## config.mk

```make
export PLATFORM = sky130hd
export DESIGN_NAME = mac32_arbiter
export DESIGN_NICKNAME = d
export VERILOG_FILES = /design/src/rtl/mac32_arbiter.sv
export SDC_FILE = /design/constraint.sdc
export NUM_CORES = 1
export LEC_CHECK = 0
export ABC_CLOCK_PERIOD_IN_PS = 9800
export CAP_MARGIN = 20
export CORE_ASPECT_RATIO = 1.1
export CORE_MARGIN = 3
export CORE_UTILIZATION = 30
export CTS_CLUSTER_SIZE = 25
export DETAILED_ROUTE_END_ITERATION = 16
export HOLD_SLACK_MARGIN = 0.02
export RECOVER_POWER = 25
export REMOVE_ABC_BUFFERS = 1
export SLEW_MARGIN = 10
export SYNTH_ARGS = -nofsm -noshare
export SYNTH_HDL_FRONTEND = slang
export SYNTH_SLANG_ARGS = --single-unit
```

## constraint.sdc

```tcl
create_clock -name clk -period 9.8 [get_ports clk]
set_clock_uncertainty 0.05 [all_clocks]
set_input_delay 1.96 -clock clk [delete_from_list [all_inputs] [get_ports clk]]
set_output_delay 1.96 -clock clk [all_outputs]
set_load 0.02 [all_outputs]
```

## src/rtl/mac32_arbiter.sv

```systemverilog
// Round-robin front end for one shared, fixed-latency pipelined MAC: grants one operand
// triple per cycle, tracks issued ops by tag, and returns results in issue order.
module mac32_arbiter #(
  parameter int unsigned PARM_XLEN   = 32,
  parameter int unsigned NUM_REQ     = 4,
  parameter int unsigned MAC_LATENCY = 3,
  parameter int unsigned RSP_DEPTH   = 4,
  parameter int unsigned ID_W        = $clog2(NUM_REQ)
) (
  input  logic                           clk,
  input  logic                           rst,
  input  logic [NUM_REQ-1:0]             req_valid_i,
  output logic [NUM_REQ-1:0]             req_ready_o,
  input  logic [NUM_REQ*PARM_XLEN-1:0]   req_A_i,
  input  logic [NUM_REQ*PARM_XLEN-1:0]   req_B_i,
  input  logic [NUM_REQ*PARM_XLEN-1:0]   req_C_i,
  output logic                           mac_valid_o,
  output logic [PARM_XLEN-1:0]           mac_A_o,
  output logic [PARM_XLEN-1:0]           mac_B_o,
  output logic [PARM_XLEN-1:0]           mac_C_o,
  input  logic [PARM_XLEN-1:0]           mac_Result_i,
  output logic                           rsp_valid_o,
  input  logic                           rsp_ready_i,
  output logic [ID_W-1:0]                rsp_id_o,
  output logic [PARM_XLEN-1:0]           rsp_Result_o,
  output logic                           idle_o
);

  localparam int unsigned OCC_W = $clog2(RSP_DEPTH + 1);
  localparam int unsigned PTR_W = (RSP_DEPTH > 1) ? $clog2(RSP_DEPTH) : 1;

  logic [ID_W-1:0]      last_grant_q;
  logic [OCC_W-1:0]     occ_q, occ_d;
  logic [ID_W-1:0]      grant_id, cand;
  logic                 grant_found, credit, accept;
  logic [PARM_XLEN-1:0] sel_a, sel_b, sel_c;

  logic                 mac_valid_q;
  logic [PARM_XLEN-1:0] mac_a_q, mac_b_q, mac_c_q;

  logic [MAC_LATENCY:0]           tag_vld_q;
  logic [MAC_LATENCY:0][ID_W-1:0] tag_id_q;

  logic [ID_W-1:0]      fid_q  [RSP_DEPTH];
  logic [PARM_XLEN-1:0] fres_q [RSP_DEPTH];
  logic [PTR_W-1:0]     wr_ptr_q, rd_ptr_q;
  logic [OCC_W-1:0]     fcnt_q, fcnt_d;
  logic                 push, pop, fifo_nonempty;

  function automatic logic [PTR_W-1:0] ptr_inc(input logic [PTR_W-1:0] p);
    return (32'(p) == RSP_DEPTH - 1) ? '0 : p + 1'b1;
  endfunction

  // Search starts one past the last winner so every requester gets a turn.
  always_comb begin
    grant_found = 1'b0;
    grant_id    = '0;
    cand        = '0;
    sel_a       = '0;
    sel_b       = '0;
    sel_c       = '0;
    for (int unsigned k = 1; k <= NUM_REQ; k++) begin
      cand = ID_W'((32'(last_grant_q) + k) % NUM_REQ);
      if (!grant_found && req_valid_i[cand]) begin
        grant_found = 1'b1;
        grant_id    = cand;
      end
    end
    for (int unsigned k = 0; k < NUM_REQ; k++) begin
      if (ID_W'(k) == grant_id) begin
        sel_a = req_A_i[k*PARM_XLEN +: PARM_XLEN];
        sel_b = req_B_i[k*PARM_XLEN +: PARM_XLEN];
        sel_c = req_C_i[k*PARM_XLEN +: PARM_XLEN];
      end
    end
  end

  assign credit = (occ_q < OCC_W'(RSP_DEPTH));
  assign accept = grant_found & credit;

  always_comb begin
    req_ready_o = '0;
    if (accept) req_ready_o[grant_id] = 1'b1;
  end

  assign fifo_nonempty = (fcnt_q != '0);
  assign push          = tag_vld_q[MAC_LATENCY];
  assign pop           = fifo_nonempty & rsp_ready_i;

  always_comb begin
    occ_d = occ_q;
    if (accept && !pop)      occ_d = occ_q + 1'b1;
    else if (!accept && pop) occ_d = occ_q - 1'b1;
    fcnt_d = fcnt_q;
    if (push && !pop)        fcnt_d = fcnt_q + 1'b1;
    else if (!push && pop)   fcnt_d = fcnt_q - 1'b1;
  end

  always_ff @(posedge clk or posedge rst) begin
    if (rst) begin
      last_grant_q <= ID_W'(NUM_REQ - 1);
      occ_q        <= '0;
      mac_valid_q  <= 1'b0;
      mac_a_q      <= '0;
      mac_b_q      <= '0;
      mac_c_q      <= '0;
      tag_vld_q    <= '0;
      tag_id_q     <= '0;
      wr_ptr_q     <= '0;
      rd_ptr_q     <= '0;
      fcnt_q       <= '0;
    end else begin
      occ_q       <= occ_d;
      mac_valid_q <= accept;
      if (accept) begin
        last_grant_q <= grant_id;
        mac_a_q      <= sel_a;
        mac_b_q      <= sel_b;
        mac_c_q      <= sel_c;
      end
      // Tail stage lines up with mac_Result_i for the op issued MAC_LATENCY+1 edges ago.
      tag_vld_q <= {tag_vld_q[MAC_LATENCY-1:0], accept};
      tag_id_q  <= {tag_id_q[MAC_LATENCY-1:0], grant_id};
      if (push) wr_ptr_q <= ptr_inc(wr_ptr_q);
      if (pop)  rd_ptr_q <= ptr_inc(rd_ptr_q);
      fcnt_q <= fcnt_d;
    end
  end

  always_ff @(posedge clk) begin
    if (push) begin
      fid_q[wr_ptr_q]  <= tag_id_q[MAC_LATENCY];
      fres_q[wr_ptr_q] <= mac_Result_i;
    end
  end

  assign mac_valid_o  = mac_valid_q;
  assign mac_A_o      = mac_a_q;
  assign mac_B_o      = mac_b_q;
  assign mac_C_o      = mac_c_q;
  assign rsp_valid_o  = fifo_nonempty;
  assign rsp_id_o     = fifo_nonempty ? fid_q[rd_ptr_q]  : '0;
  assign rsp_Result_o = fifo_nonempty ? fres_q[rd_ptr_q] : '0;
  assign idle_o       = (occ_q == '0);

endmodule
```

== After elaboration in Yosys (flattened, before gate mapping) ==
Memories as Yosys holds them, arrays and structs flattened.
Cells that the tools add are included.
Storage, ports and cells
  RAM bits: 136
  flip-flop bits (word level): 121
  memories kept: 2
  output and inout port bits: 137
Operators by class
  reductions and logical operators: 19
  magnitude comparators: 7
  eq/ne operators: 5
  bitwise logic cells: 2
  add/sub/neg operators: 10
  mux-type cells: 41
Memory list
  fres_q: words 4, bits a word 32, rd ports 1, clocked after memory_dff 0, write ports 1, line 45  | logic [PARM_XLEN-1:0] fres_q [RSP_DEPTH];
  fid_q: words 4, bits a word 2, rd ports 1, clocked after memory_dff 0, write ports 1, line 44  | logic [ID_W-1:0] fid_q [RSP_DEPTH];
Operators with widths (number)
  $mux W32: 13
  $lt A2 B3 Y1 const B: 5
  $mux W2: 7
  $mux W3: 4
  $mux W1: 11
  $add A2 B1 Y2 const B: 4
  $bmux W1 S2: 4
  $logic_and A1 B1 Y1: 8
  $add A3 B1 Y3 const B: 2
  $logic_not A1 Y1: 6
  $sub A3 B1 Y3 const B: 2
  $add A2 B2 Y2 const B: 2
  $eq A2 B2 Y1 const A: 2
  $eq A2 B2 Y1 const B: 2
  $mux W4: 1
  $reduce_bool A2 Y1: 2
  $logic_not A3 Y1: 1
  $lt A3 B3 Y1 const B: 1
  $reduce_bool A3 Y1: 1
  $and A1 B1 Y1: 2
  $demux W1 S2: 1
  $eq A1 B2 Y1 const A: 1
  $ge A2 B1 Y1 const B: 1
  $logic_not A2 Y1: 1

== Depth between registers and ports, before layout ==
  depth after elaboration: 18
  mapped depth: 12
  depth with buffers taken out: 9

== Worst setup path after synthesis ==
Ideal clock, no wire load.
  path kind: input to output
  start point: input port req_valid_i[1]
  end point: output port req_ready_o[3]
  slack: 4.290 ns
  data arrival time: 3.500 ns
  path buffers: 3
  stages on the path: 6
  cells stage by stage: buf_4 > nor3b_4 > buf_4 > buf_2 > or3_1 > nor3_1
On the way
  longest elaborated chain between the ends: 17
Ends and longest elaborated chain
  from (decl): line 12  | input logic [NUM_REQ-1:0] req_valid_i,
  $bmux W1 S2: line 64  | if (!grant_found && req_valid_i[cand]) begin
  $mux W1 (not written as such): line 64
  $mux W1: line 64
  $logic_not A1 Y1: line 64
  $logic_and A1 B1 Y1: line 64
  $mux W1: line 64
  $logic_not A1 Y1: line 64
  $logic_and A1 B1 Y1: line 64
  $mux W1: line 64
  $logic_not A1 Y1: line 64
  $logic_and A1 B1 Y1: line 64
  $mux W2: line 64
  $lt A2 B3 Y1 (not written as such) or $ge A2 B1 Y1 (tied branches): line 83  | if (accept) req_ready_o[grant_id] = 1'b1;
  $logic_and A1 B1 Y1 (not written as such): line 83
  $mux W1 (not written as such): line 83
  $demux W1 S2: line 83
  $mux W4 *: line 83
  to (decl): line 13  | output logic [NUM_REQ-1:0] req_ready_o,
Every way passes the cells marked *; elsewhere a longest branch is shown, timed or not. The select of a mux whose other input is x is not followed.

== Final worst setup path ==
  start point: input port req_valid_i[1]
  end point: output port req_ready_o[2]
On the way
  longest elaborated chain between the ends: 17
Ends and longest elaborated chain
  $bmux W1 S2: line 64
  $mux W1 (not written as such): line 64
  $mux W1: line 64
  $logic_not A1 Y1: line 64
  $logic_and A1 B1 Y1: line 64
  $mux W1: line 64
  $logic_not A1 Y1: line 64
  $logic_and A1 B1 Y1: line 64
  [2 not listed]
  $logic_and A1 B1 Y1: line 64
  $mux W2 *: line 64
  named net grant_id[0]: line 34  | logic [ID_W-1:0] grant_id, cand;
  $lt A2 B3 Y1 (not written as such) or $ge A2 B1 Y1 (tied branches): line 83
  $logic_and A1 B1 Y1 (not written as such): line 83
  $mux W1 (not written as such): line 83
  $demux W1 S2 *: line 83
  $mux W4 *: line 83
Mark *: on every way through the listed nets, which the timed path passes. The rest lies on a longest branch. The select of a mux whose other input is x is not followed.

==> metrics.md <==
| Metric | Value |
|---|---|
| Status | `finished with violations` |
| Clk buf depth | `3` |
| Gpl congestion | `0.931` |
| Count of final setup violators | `0` |
| Skew-Pair Late Insertion Delay | `0.58 ns` |
| Core Region | `0.0449 mm²` |
| Synth area leaders | `edfxtp_1 30%, dfrtp_1 21%, a32oi_1 12%, mux4_2 5.6%, o31ai_1 5.2%` |
| Fill cells | `4134` |
| WL/cell | `26.9 µm` |
| Gate Count Post-Synth | `1126` |
| CTS sink cnt | `256` |
| Die height | `231 µm` |
| Clock Tree Root | `clkbuf_16` |
| Max Freq | `0.146 GHz` |
| Synth area leader | `edfxtp_1` |
| Post-DP HPWL | `40.9 mm` |
| Vias | `12700` |
| Final Core Density | `0.459` |
| Startpoint types | `input port` |
| Main synth FF type | `edfxtp_1` |
| Arrival time worst endpoint | `4.84 ns` |
| Std cell rows | `81` |
| CTS tree | `yes` |
| Least-Margin Pin Slew | `2.60 ns` |
| Setup CP Type | `input port to output pin` |
| Peak supply drop | `0.183 mV` |
| Number of global-route vias before repair | `12900` |
| CP Depth | `7` |
| Placed Area | `0.0196 mm²` |
| Reg2reg end | `mac_C_o[14]$_DFFE_PP0N_` |
| Critical Path RT | `7.79 ns` |
| Max-Cap Viols | `4` |
| Worst R2R Path Depth | `6` |
| Io pins | `560` |
| Area grow syn2layout | `49.6%` |
| Pins Over Slew Limit | `140` |
| Post-Layout Inst Area | `0.0206 mm²` |
| CP max stage delay | `0.77 ns` |
| # DRC | `0` |
| Setup WS pre-CTS | `3.01 ns` |
| Number of iterations in the first detailed-routing pass | `5` |
| CP startpoint | `req_valid_i[1]` |
| Worst Path Buf+Inv | `3` |
| CP top delay family | `buffers and inverters` |
| Reg2reg setup slack | `6.55 ns` |
| Post-CTS Resized | `0` |
| Antenna violations before repair | `30` |
| Hold Vio Cnt, Final | `0` |
| Async set or reset register ratio after synthesis | `0.469` |
| Slowest CP cell | `nor2_4` |
| Pwr/cell area | `305 mW/mm²` |
| Clock transition at the registers of the reported paths | `0.06 ns` |
| Port Buffers | `559` |
| Sequential fraction of the synthesis area | `0.515` |
| Seq cells post-synth | `256` |
| All-Layer GR Usage | `0.234` |
| TritonCTS Buffers | `30` |
| Worst r2r src | `occ_q[2]$_DFFE_PP0P_` |
| Antenna Nets Post-Route | `0` |
| Post-synth cell types | `46` |
| RSZ-0062 raised after global routing | `false` |
| Class of the worst hold path | `flop to flop` |
| DR iter-0 viols | `953` |
| Die width | `210 µm` |
| Failing checks | `capacitance limit, slew limit` |
| Final Cycle Share | `0.699` |
| Die footprint | `0.0485 mm²` |
| Post-synth EDFFs | `136` |
| NumNets Final | `2026` |
| Share of layout cells above drive strength 1 | `0.0843` |
| Min cycle time layout | `6.85 ns` |
| H-tree depth | `1` |
| Post-Syn Area | `0.0138 mm²` |
| Total Power | `6.29 mW` |
| Critical path cell sequence | `clkdlybuf4s50_1 -> nor2b_1 -> o21a_1 -> nor2_4 -> inv_1 -> nor3_1 -> clkdlybuf4s50_1` |
| Setup WS post-layout | `2.95 ns` |
| Leakage | `7.09 nW` |
| Mean Syn Cell Area | `12.2 µm²` |
| Hold-fix buffers, CTS | `0` |
| Max_slew headroom | `-0.732` |
| Crit path max fanout | `36` |
| CP endpoint kind | `output pin` |
| CP most frequent cell | `clkdlybuf4s50_1` |
| Largest net degree at the start of global routing | `192` |
| Post-synth top area share | `0.297` |
| First-pass GRT wire length | `86.3 mm` |
| Crit path capture | `req_ready_o[2]` |
| Top cells by count, synth | `192 x a32oi_1, 136 x edfxtp_1, 118 x dfrtp_1` |
| # Post-CTS Setup Buffers | `0` |
| Total grt overflow | `0` |
| Initial Util | `0.307` |
| Final wirelength | `59.7 mm` |
| YS warnings | `0` |
| Most instantiated library cell after synthesis | `a32oi_1` |
| Final Hold Slack | `0.294 ns` |
| Vias/cell | `5.72` |
==> worst reg2reg max path, stage by stage (launching register included) <==
cell	delay [ns]
dfrtp_1	0.44
or2_4	0.27
buf_4	0.38
inv_4	0.55
buf_4	0.76
o221ai_1	0.46
a32oi_1	0.25
==> cell type report <==
class / count / area [µm²] / area share
Multi-Input combinational cell: 718 / 6010 / 0.292
Timing Repair Buffer: 578 / 5770 / 0.280
Sequential cell: 256 / 7090 / 0.344
Clock inverter: 12 / 98.8 / 0.00480
Inverter: 10 / 45.0 / 0.00219
Antenna cell: 24 / 60.1 / 0.00291
Tap cell: 581 / 727 / 0.0353
Clock buffer: 39 / 805 / 0.0390
==> metal layers <==
metal  routed length (µm)  global-route usage
met5                   78                   0
met4                 2050              0.0820
met3                 4830              0.0675
met2                30600               0.410
met1                22100               0.272
==> where the power goes <==
part	leakage [nW]	switching [mW]	internal, mW	total, mW
Clock	0.436	0.454	0.598	1.05
Combinational	3.96	1.93	1.46	3.38
Sequential	2.70	0.275	1.58	1.85
Total	7.09	2.65	3.64	6.29
==> layout by cell type, fill, tap and decap left out, types with 30 or more instances in the layout <==
master,instances
o221ai_1,66
and2_1,34
clkdlybuf4s50_1,557
nor2b_1,100
mux4_2,34
edfxtp_1,136
o31ai_1,96
clkbuf_16,30
nand2_1,101
dfrtp_1,117
a32oi_1,192
o221ai_2,30
==> flip-flops by register name, summed over array words and instances (netlist names) <==
name and cells:
tag_id_q 8, mac_B_o 32, mac_A_o 32, last_grant_q 2
tag_vld_q 4, rd_ptr_q 2, mac_C_o 32, occ_q 3
fid_q 8, wr_ptr_q 2, fcnt_q 3, fres_q 128
==> cells by family after synthesis <==
logic type               count (synthesis)  share of synthesized area
adder cells (fa/ha/maj)                  9                    0.00927
AO/OA/AOI/OAI                          405                      0.261
multiplexers                            38                     0.0588
buffers and inverters                  152                     0.0525
XOR/XNOR                                 7                    0.00445
flip-flops                             256                      0.515
AND/OR/NAND/NOR                        259                     0.0994
==> metrics by stage <==
stage	setup TNS (ns)	std cells
4_1_cts	0	2193
3_5_place_dp	0	2142
5_1_grt	0	2216
6_report	0	2218
3_3_place_gp	0	2142
2_1_floorplan	-113.20	984
==> worst min-delay path by stage <==
stage / startpoint / endpoint / slack, ns / cells past startpoint
after floorplan: tag_id_q[0]$_DFF_PP0_ / tag_id_q[2]$_DFF_PP0_ / 0.28 / 0
after global placement: tag_vld_q[2]$_DFF_PP0_ / tag_vld_q[3]$_DFF_PP0_ / 0.28 / 0
after detailed placement: tag_id_q[3]$_DFF_PP0_ / tag_id_q[5]$_DFF_PP0_ / 0.28 / 0
after CTS: tag_id_q[3]$_DFF_PP0_ / tag_id_q[5]$_DFF_PP0_ / 0.30 / 0
after global routing: tag_id_q[5]$_DFF_PP0_ / tag_id_q[7]$_DFF_PP0_ / 0.30 / 0
final: tag_id_q[5]$_DFF_PP0_ / tag_id_q[7]$_DFF_PP0_ / 0.29 / 0
Power figures use the tool's default switching activity.
